$ cat config.mk
export PLATFORM = sky130hd
export DESIGN_NAME = alu_dispatch
export DESIGN_NICKNAME = d
export VERILOG_FILES = /design/src/rtl/alu_pkg.sv /design/src/rtl/alu_regfile.sv /design/src/rtl/alu_dispatch.sv
export SDC_FILE = /design/constraint.sdc
export NUM_CORES = 1
export LEC_CHECK = 0
export BUFFER_PORTS_ARGS = -buffer_cell sky130_fd_sc_hd__buf_4
export CAP_MARGIN = 0
export CORE_MARGIN = 3
export CORE_UTILIZATION = 60
export CTS_BUF_LIST = sky130_fd_sc_hd__clkbuf_8
export CTS_CLUSTER_DIAMETER = 200
export CTS_CLUSTER_SIZE = 14
export DETAILED_ROUTE_END_ITERATION = 10
export PLACE_DENSITY = 0.77
export SYNTH_ARGS = -nofsm -noshare
export SYNTH_HDL_FRONTEND = slang
export SYNTH_SLANG_ARGS = --single-unit
$ cat constraint.sdc
create_clock -name clk -period 2 [get_ports clk]
set_input_delay 0 -clock clk [delete_from_list [all_inputs] [get_ports clk]]
set_output_delay 0 -clock clk [all_outputs]
set_load 0.005 [all_outputs]
$ cat src/rtl/alu_pkg.sv
// alu_pkg: shared definitions for the ALU dispatcher.
//   - alu_op_e : 3-bit ALU opcode encoding
//   - instruction word field positions and widths
//   - state_e  : dispatcher FSM states
package alu_pkg;

  typedef enum logic [2:0] {
    OP_ADD = 3'b000,
    OP_SUB = 3'b001,
    OP_MUL = 3'b010,
    OP_DIV = 3'b011,
    OP_AND = 3'b100,
    OP_OR  = 3'b101,
    OP_SHL = 3'b110,
    OP_SHR = 3'b111
  } alu_op_e;

  localparam int INSTR_W = 15;
  localparam int OP_W    = 3;
  localparam int REG_W   = 4;
  localparam int OP_MSB  = 14;
  localparam int OP_LSB  = 12;
  localparam int RD_MSB  = 11;
  localparam int RD_LSB  = 8;
  localparam int RS1_MSB = 7;
  localparam int RS1_LSB = 4;
  localparam int RS2_MSB = 3;
  localparam int RS2_LSB = 0;

  // state   | meaning
  // IDLE    | ready for an instruction
  // EXEC    | operands held on the ALU, wait counter running
  // WB      | result written to rd, done pulsed
  typedef enum logic [1:0] {
    ST_IDLE = 2'd0,
    ST_EXEC = 2'd1,
    ST_WB   = 2'd2
  } state_e;

endpackage

$ cat src/rtl/alu_regfile.sv
// alu_regfile: 16 x N register file, r0 hardwired to zero.
// Ports:
//   clk, rst_n            clock, async active-low reset (clears all entries)
//   we, waddr, wdata      synchronous write port (writes to r0 dropped)
//   raddr_a/rdata_a       combinational read port A
//   raddr_b/rdata_b       combinational read port B
//   dbg_addr/dbg_data     combinational debug read port
module alu_regfile #(
  parameter int N = 20
) (
  input  logic         clk,
  input  logic         rst_n,
  input  logic         we,
  input  logic [3:0]   waddr,
  input  logic [N-1:0] wdata,
  input  logic [3:0]   raddr_a,
  output logic [N-1:0] rdata_a,
  input  logic [3:0]   raddr_b,
  output logic [N-1:0] rdata_b,
  input  logic [3:0]   dbg_addr,
  output logic [N-1:0] dbg_data
);

  logic [N-1:0] mem [16];

  always_ff @(posedge clk or negedge rst_n) begin
    if (!rst_n) begin
      for (int i = 0; i < 16; i++) mem[i] <= '0;
    end else if (we && (waddr != 4'd0)) begin
      mem[waddr] <= wdata;
    end
  end

  assign rdata_a  = (raddr_a  == 4'd0) ? '0 : mem[raddr_a];
  assign rdata_b  = (raddr_b  == 4'd0) ? '0 : mem[raddr_b];
  assign dbg_data = (dbg_addr == 4'd0) ? '0 : mem[dbg_addr];

endmodule

$ cat src/rtl/alu_dispatch.sv
// alu_dispatch: single-issue instruction dispatcher for an external ALU.
// Accepts one instruction at a time, reads operands from an internal
// 16 x N register file, holds them on the ALU for ALU_WAIT cycles, then
// writes the ALU result back to rd and pulses done.
// Ports:
//   clk, rst_n                 clock, async active-low reset
//   instr_valid/instr_ready    instruction handshake; instr = {op, rd, rs1, rs2}
//   alu_a, alu_b, alu_op       operands/opcode to the ALU (held between uses)
//   alu_result, alu_z          ALU result and zero flag, captured in WB
//   done                       one-cycle retire pulse
//   z_flag                     zero flag of the last retired instruction
//   err                        sticky divide-by-zero trap (only with
//                              ALU_DISPATCH_DIVZERO_TRAP_EN defined)
//   dbg_addr/dbg_data          debug register-file read
// Build option: ALU_DISPATCH_DIVZERO_TRAP_EN -- trap div-by-zero instead of
// writing all-ones.
module alu_dispatch
  import alu_pkg::*;
#(
  parameter int N        = 20,
  parameter int ALU_WAIT = 1
) (
  input  logic               clk,
  input  logic               rst_n,
  input  logic               instr_valid,
  output logic               instr_ready,
  input  logic [INSTR_W-1:0] instr,
  output logic [N-1:0]       alu_a,
  output logic [N-1:0]       alu_b,
  output logic [OP_W-1:0]    alu_op,
  input  logic [N-1:0]       alu_result,
  input  logic               alu_z,
  output logic               done,
  output logic               z_flag,
`ifdef ALU_DISPATCH_DIVZERO_TRAP_EN
  output logic               err,
`endif
  input  logic [3:0]         dbg_addr,
  output logic [N-1:0]       dbg_data
);

  localparam logic [3:0] WAIT_INIT = 4'(ALU_WAIT - 1);

  state_e           state, state_nxt;
  logic [3:0]       wait_cnt;
  logic [REG_W-1:0] rd_q;
  logic [N-1:0]     rdata_a, rdata_b;
  logic             accept, div_zero, wb_we, z_upd;
  logic [N-1:0]     wb_data;

  assign instr_ready = (state == ST_IDLE);
  assign accept      = instr_valid && instr_ready;
  assign div_zero    = (alu_op == OP_DIV) && (alu_b == '0);

`ifdef ALU_DISPATCH_DIVZERO_TRAP_EN
  assign wb_we   = (state == ST_WB) && !div_zero;
  assign z_upd   = wb_we;
  assign wb_data = alu_result;
`else
  assign wb_we   = (state == ST_WB);
  assign z_upd   = wb_we;
  assign wb_data = div_zero ? '1 : alu_result;
`endif

  alu_regfile #(.N(N)) u_regfile (
    .clk      (clk),
    .rst_n    (rst_n),
    .we       (wb_we),
    .waddr    (rd_q),
    .wdata    (wb_data),
    .raddr_a  (instr[RS1_MSB:RS1_LSB]),
    .rdata_a  (rdata_a),
    .raddr_b  (instr[RS2_MSB:RS2_LSB]),
    .rdata_b  (rdata_b),
    .dbg_addr (dbg_addr),
    .dbg_data (dbg_data)
  );

  always_comb begin
    state_nxt = state;
    case (state)
      ST_IDLE: if (instr_valid) state_nxt = ST_EXEC;
      ST_EXEC: if (wait_cnt == 4'd0) state_nxt = ST_WB;
      ST_WB:   state_nxt = ST_IDLE;
      default: state_nxt = ST_IDLE;
    endcase
  end

  always_ff @(posedge clk or negedge rst_n) begin
    if (!rst_n) begin
      state    <= ST_IDLE;
      wait_cnt <= '0;
      rd_q     <= '0;
      alu_a    <= '0;
      alu_b    <= '0;
      alu_op   <= '0;
      done     <= 1'b0;
      z_flag   <= 1'b0;
    end else begin
      state <= state_nxt;
      // done is registered on the EXEC->WB transition so it is high exactly
      // during the WB cycle.
      done  <= (state == ST_EXEC) && (wait_cnt == 4'd0);
      if (accept) begin
        rd_q     <= instr[RD_MSB:RD_LSB];
        alu_op   <= instr[OP_MSB:OP_LSB];
        alu_a    <= rdata_a;
        alu_b    <= rdata_b;
        wait_cnt <= WAIT_INIT;
      end else if ((state == ST_EXEC) && (wait_cnt != 4'd0)) begin
        wait_cnt <= wait_cnt - 4'd1;
      end
      if (z_upd) z_flag <= div_zero ? 1'b0 : alu_z;
    end
  end

`ifdef ALU_DISPATCH_DIVZERO_TRAP_EN
  always_ff @(posedge clk or negedge rst_n) begin
    if (!rst_n)                              err <= 1'b0;
    else if ((state == ST_WB) && div_zero)   err <= 1'b1;
  end
`endif

endmodule

# [Yosys cells after proc, flatten, opt, wreduce, memory -nomap -nowiden]
# Cells that the tools add are included.
[op_classes] n_bitwise=4 eq_ne=5 reduce_logical=16 magnitude_cmp=5 muxes=22 add_sub_neg=1
[op_table] cell="$bwmux 320" count=1
[op_table] cell="$bmux 20 s4" count=3
[op_table] cell="$mux 20" count=11
[op_table] cell="$demux 20 s4" count=1
[op_table] cell="$ge 5x5->1 const B" count=4
[op_table] cell="$logic_not 20->1" count=1
[op_table] cell="$not 4->5" count=4
[op_table] cell="$logic_not 4->1" count=4
[op_table] cell="$mux 4" count=2
[op_table] cell="$reduce_bool 4->1" count=2
[op_table] cell="$logic_and 1x1->1" count=6
[op_table] cell="$lt 5x1->1 const B" count=1
[op_table] cell="$mux 2" count=2
[op_table] cell="$pmux 2 s2" count=1
[op_table] cell="$sub 4x1->4 const B" count=1
[op_table] cell="$eq 3x2->1 const B" count=1
[op_table] cell="$eq 2x1->1 const B" count=1
[op_table] cell="$eq 2x2->1 const B" count=1
[op_table] cell="$logic_not 2->1" count=1
[op_table] cell="$ne 2x1->1 const B" count=1
[op_table] cell="$ne 2x2->1 const B" count=1
[op_table] cell="$reduce_and 2->1" count=1
[op_table] cell="$reduce_bool 2->1" count=1
[op_table] cell="$mux 1" count=1
[totals] elab_cells=77 regBits=375 input_bits=43 out_inout_bits=66

# [Depth between registers and ports, before layout]
[logic_depth] ltp_word=6 depth_mapped=7

# [Hierarchy]
# From an unflattened synthesis, not the netlist that was laid out.
[unflattened] hier_cells=1438 hier_area_um2=21132.8
[modules_own_cells] module="alu_regfile" seq_area_each_um2=7532.2 cells_per_inst=1270 area_each_um2=18557.8 instances=1
[modules_own_cells] module="alu_dispatch" seq_area_each_um2=1376.3 cells_per_inst=168 area_each_um2=2575.0 instances=1

# [Worst setup path before layout]
# No wires, ideal clock.
[synth_timing] kind="register -> register" start="reg state[0]" end="reg u_regfile.mem[160] (netlist name)" setup_slack_ns=0.307 t_required_ns=1.875 stages_incl_launch_ff=6 arrival_time_ns=1.569 path_cell_list="dfrtp_1 nand2b_2 nor3b_2 nor2b_1 buf_4 mux2_2"
[synth_via] elab_chain_len=2
[synth_rtl] item="start, declared" line="alu_dispatch.sv:44" source="state_e state, state_nxt;"
[synth_rtl] item="start signal, assigned" line="alu_dispatch.sv:100" source="state <= state_nxt;"
[synth_rtl] item="$eq 2x2->1" line="alu_dispatch.sv:60" source="assign wb_we = (state == ST_WB);"
[synth_rtl] item="$logic_and 1x1->1" line="alu_regfile.sv:29" source="end else if (we && (waddr != 4'd0)) begin"
[synth_rtl] item="end signal, assigned by index" line="alu_regfile.sv:30" source="mem[waddr] <= wdata;"
[synth_rtl] item="end, declared" line="alu_regfile.sv:24" source="logic [N-1:0] mem [16];"
# No other way between the ends.
# A chain may end at the register's enable or synchronous reset.

# [Worst setup path after layout]
[layout_timing] start="reg u_regfile.mem[164] (netlist name)" end="out dbg_data[4]"
[layout_via] elab_chain_len=4
[layout_rtl] item="$bmux 20 s4" line="alu_regfile.sv:36" source="assign dbg_data = (dbg_addr == 4'd0) ? '0 : mem[dbg_addr];"
[layout_rtl] item="$mux 20 (implied by the code) (2 in series)" line="alu_regfile.sv:36"
[layout_rtl] item="$mux 20" line="alu_regfile.sv:36"
[layout_rtl] item="end, declared" line="alu_dispatch.sv:39" source="output logic [N-1:0] dbg_data"
# No other way between the ends. The select of a mux whose other input is x is not followed.

==> impl_metrics.tcl <==
set metrics [dict create \
    synthCells 1640 \
    ys_types 39 \
    ff2ff_path_depth 6 \
    netSwitchingFraction 0.362 \
    wl_per_cell_um 32.0 \
    cp_max_fo 2 \
    switchingPower_mw 11.0 \
    num_vias 16900 \
    cts_buffers 30 \
    drt-vias-per-instance 7.23 \
    chipWidth_um 197 \
    clk_path_buf_depth 3 \
    r2r_setup_slack_ns 0.04 \
    synth_area_leaders "dfrtp_1, mux2_2, mux4_2" \
    yosys.area.top_type_share 0.428 \
    clkPwrFrac 0.129 \
    cp.required_ns 2.00 \
    hold_path_class "input port to asynchronous set/reset pin" \
    p_leak_nw 11.0 \
    finalHoldViolCount 0 \
    worst_pin_slew_ns 1.14 \
    r2r_end "u_regfile.mem[219]" \
    clkTransAtPathRegs_ns 0.10 \
    syn_nets 1685 \
    r2r_start "alu_op[2]" \
    drt_wl_total_um 74800 \
    slowest_delay_ns 0.50 \
    dp_hpwl_um 48200 \
    max_freq_ghz 0.483 \
    slew_headroom 0.236 \
    antenna_left 0 \
    grt_pass1_vias 17200 \
    period_share 1.04 \
    die_h_um 197 \
    post-route-min-period_ns 2.07 \
    grt_usage 0.380 \
    violations "setup timing" \
    cp_slowest_cell "mux4_2" \
    setup_viol 9 \
    dr.first_iter.drc_count 1975 \
    htreeDepth 1 \
    antenna_found_initial 1 \
    p_comb_frac 0.424 \
    area_delta_synth_final_pct 18.5 \
    ios 109 \
    maxCapViolCount 0 \
    synth_top_area_cell "dfrtp_1" \
    postSynthAreaPerCell_um2 13.4 \
    coreArea_mm2 0.0357 \
    crit_type "flop to primary output" \
    cts_tree "done" \
    p_per_area_mw_per_mm2 1170 \
    overflow 0 \
    synth_seq_area_share 0.428 \
    start_util 0.613 \
    ys_warn_count 0 \
    numPortBuffers 108 \
    die_area_mm2 0.0388 \
    path_cells "mux4_2 -> a32oi_2 -> o221ai_2 -> buf_4" \
    drive_above_1_share 0.484 \
    fin_worst_skew_ns 0.0275 \
    arrival_ns 2.07 \
    p_int_mw 19.4 \
    ir_drop_mv 0.785 \
    worst_slack_ns -0.0700 \
    rsz0062_at_grt "true" \
    num-fill-cells 2347 \
    clock_sinks 375 \
    finalNonFillerCells 2340 \
    cp-end-kind "primary output" \
    grt_first_pass_wirelength_um 109000 \
    dp_cells 2184 \
    drt_first_pass_iters 6 \
    num_rows 69 \
    cts_root_buffer "clkbuf_8" \
    slew_violations 0 \
    ys_ff_latch 375 \
    route.detailed.drc 0 \
    status "finished with violations" \
    clock_latency_ns 0.63 \
    num_antenna_cells 0 \
    syn_area_mm2 0.0219 \
    power_frac_seq 0.447 \
    gp_congestion 0.931 \
    whs_ns 0.0830 \
    final_nets 1924 \
    grt_start_max_net_pins 54 \
    crit_path_start_kind "flop" \
]
[cell usage in the layout (no fill, tap or decap), types with 17 or more instances in the layout]
| cell type | n |
|---|---|
| dlygate4sd3_1 | 37 |
| mux2i_1 | 239 |
| nand2_1 | 93 |
| mux4_2 | 140 |
| mux2_2 | 290 |
| a22oi_1 | 80 |
| buf_4 | 299 |
| o21ai_0 | 23 |
| a32oi_1 | 21 |
| o21bai_4 | 17 |
| buf_12 | 42 |
| o221ai_1 | 21 |
| dfrtp_1 | 375 |
| clkbuf_8 | 31 |
[critical path, delay by kind of cell (launching register included)]
family | cells | cell delay [ns]
AOI/OAI and AO/OA | 2 | 0.37
buffers and inverters | 1 | 0.19
DFF | 1 | 0.39
muxes | 1 | 0.50
[timing repair]
item,in CTS,in global routing
pin swaps,24,29
gates resized for setup,45,20
endpoints found under the setup margin,54,209
hold endpoints to repair,723,0
buffers inserted,55,31
hold buffers,38,0
[Yosys cell counts]
cell	number
dfrtp_1	375
mux2_2	290
mux2i_1	240
mux4_2	140
nand2_1	96
a22oi_1	80
buf_2	73
clkbuf_1	72
a21oi_1	33
buf_4	25
a32oi_1	24
o21ai_0	24
o221ai_1	24
o21bai_4	17
a211oi_1	16
a221oi_1	16
nor2b_1	13
mux2_1	10
nand3_1	10
inv_1	9
buf_1	7
nor2_1	7
nand4_1	6
nor3_1	5
nor4_1	5
and2_1	3
nor3b_2	3
ha_1	2
nor3b_1	2
o21bai_2	2
or3_1	2
xor2_1	2
and2b_1	1
buf_6	1
nand2b_2	1
nor2_2	1
nor4bb_1	1
o21bai_1	1
or3b_2	1
[power by group through the flow]
stage | clock (mW) | combinational [mW] | sequential (mW)
2_1_floorplan | 0 | 7.51 | 12.7
3_3_place_gp | 0 | 10.8 | 13.4
3_5_place_dp | 0 | 11.1 | 13.7
4_1_cts | 3.93 | 12.3 | 13.4
5_1_grt | 4.19 | 13.7 | 13.9
6_report | 3.92 | 12.9 | 13.6
[registers in the layout, indices dropped and copies added, names as in the netlist]
name / cells
u_regfile.mem: 320
alu_a: 20
alu_b: 20
rd_q: 4
wait_cnt: 4
alu_op: 3
state: 2
done: 1
z_flag: 1
[per-stage QoR]
stage / TNS, ns / worst slack [ns] / util / power, mW / instance area (um^2)
2_1_floorplan: 0 / 0.307 / - / 20.2 / 21900
5_1_grt: -0.964 / -0.115 / 0.727 / 31.7 / 26000
4_1_cts: -0.357 / -0.0824 / 0.716 / 29.5 / 25600
3_3_place_gp: -0.0346 / -0.0346 / 0.674 / 24.2 / 24100
3_5_place_dp: -0.0315 / -0.0315 / 0.674 / 24.8 / 24100
6_report: -0.382 / -0.0700 / 0.727 / 30.4 / 26000
[metal layers]
metal  GRT usage  vias to the layer above  wire [um]
li1            -                     6778          -
met1       0.500                     8613      27200
met2       0.589                     1181      34500
met3      0.0846                      352       7670
met4       0.223                        0       5490
met5           0                        -          0
[layout make-up]
| cell class | instances | area, um^2 | area share |
|---|---|---|---|
| multi-input cells | 1078 | 12000 | 0.462 |
| well taps | 461 | 577 | 0.0222 |
| clock inverters | 1 | 5.00 | 0.000193 |
| clock buffers | 31 | 427 | 0.0164 |
| flip-flops and latches | 375 | 9380 | 0.361 |
| repair buffers | 385 | 3550 | 0.137 |
| inverters | 9 | 33.8 | 0.00130 |
[how the worst max path moves through the flow]
stage / from / to / slack, ns / cells after the start
final: u_regfile.mem[164] / dbg_data[4] / -0.07 / 4
after global routing: u_regfile.mem[164] / dbg_data[4] / -0.12 / 4
after CTS: u_regfile.mem[191] / dbg_data[11] / -0.08 / 4
after detailed placement: state[0] / alu_b[9] / -0.03 / 6
after global placement: state[0] / alu_b[9] / -0.03 / 6
after floorplan: state[0] / u_regfile.mem[160] / 0.31 / 5
[cells by family (layout without fill, tap and decap cells)]
logic type | count (synthesis) | in the layout | synth area share
mux | 680 | 680 | 0.408
compound gates | 237 | 237 | 0.0874
flops | 375 | 375 | 0.428
fa+ha+maj | 2 | 2 | 0.00114
buf+inv | 187 | 426 | 0.0408
xor+xnor | 2 | 2 | 0.000800
simple gates | 157 | 157 | 0.0336
Note: power is estimated with default switching activity, not from simulation.
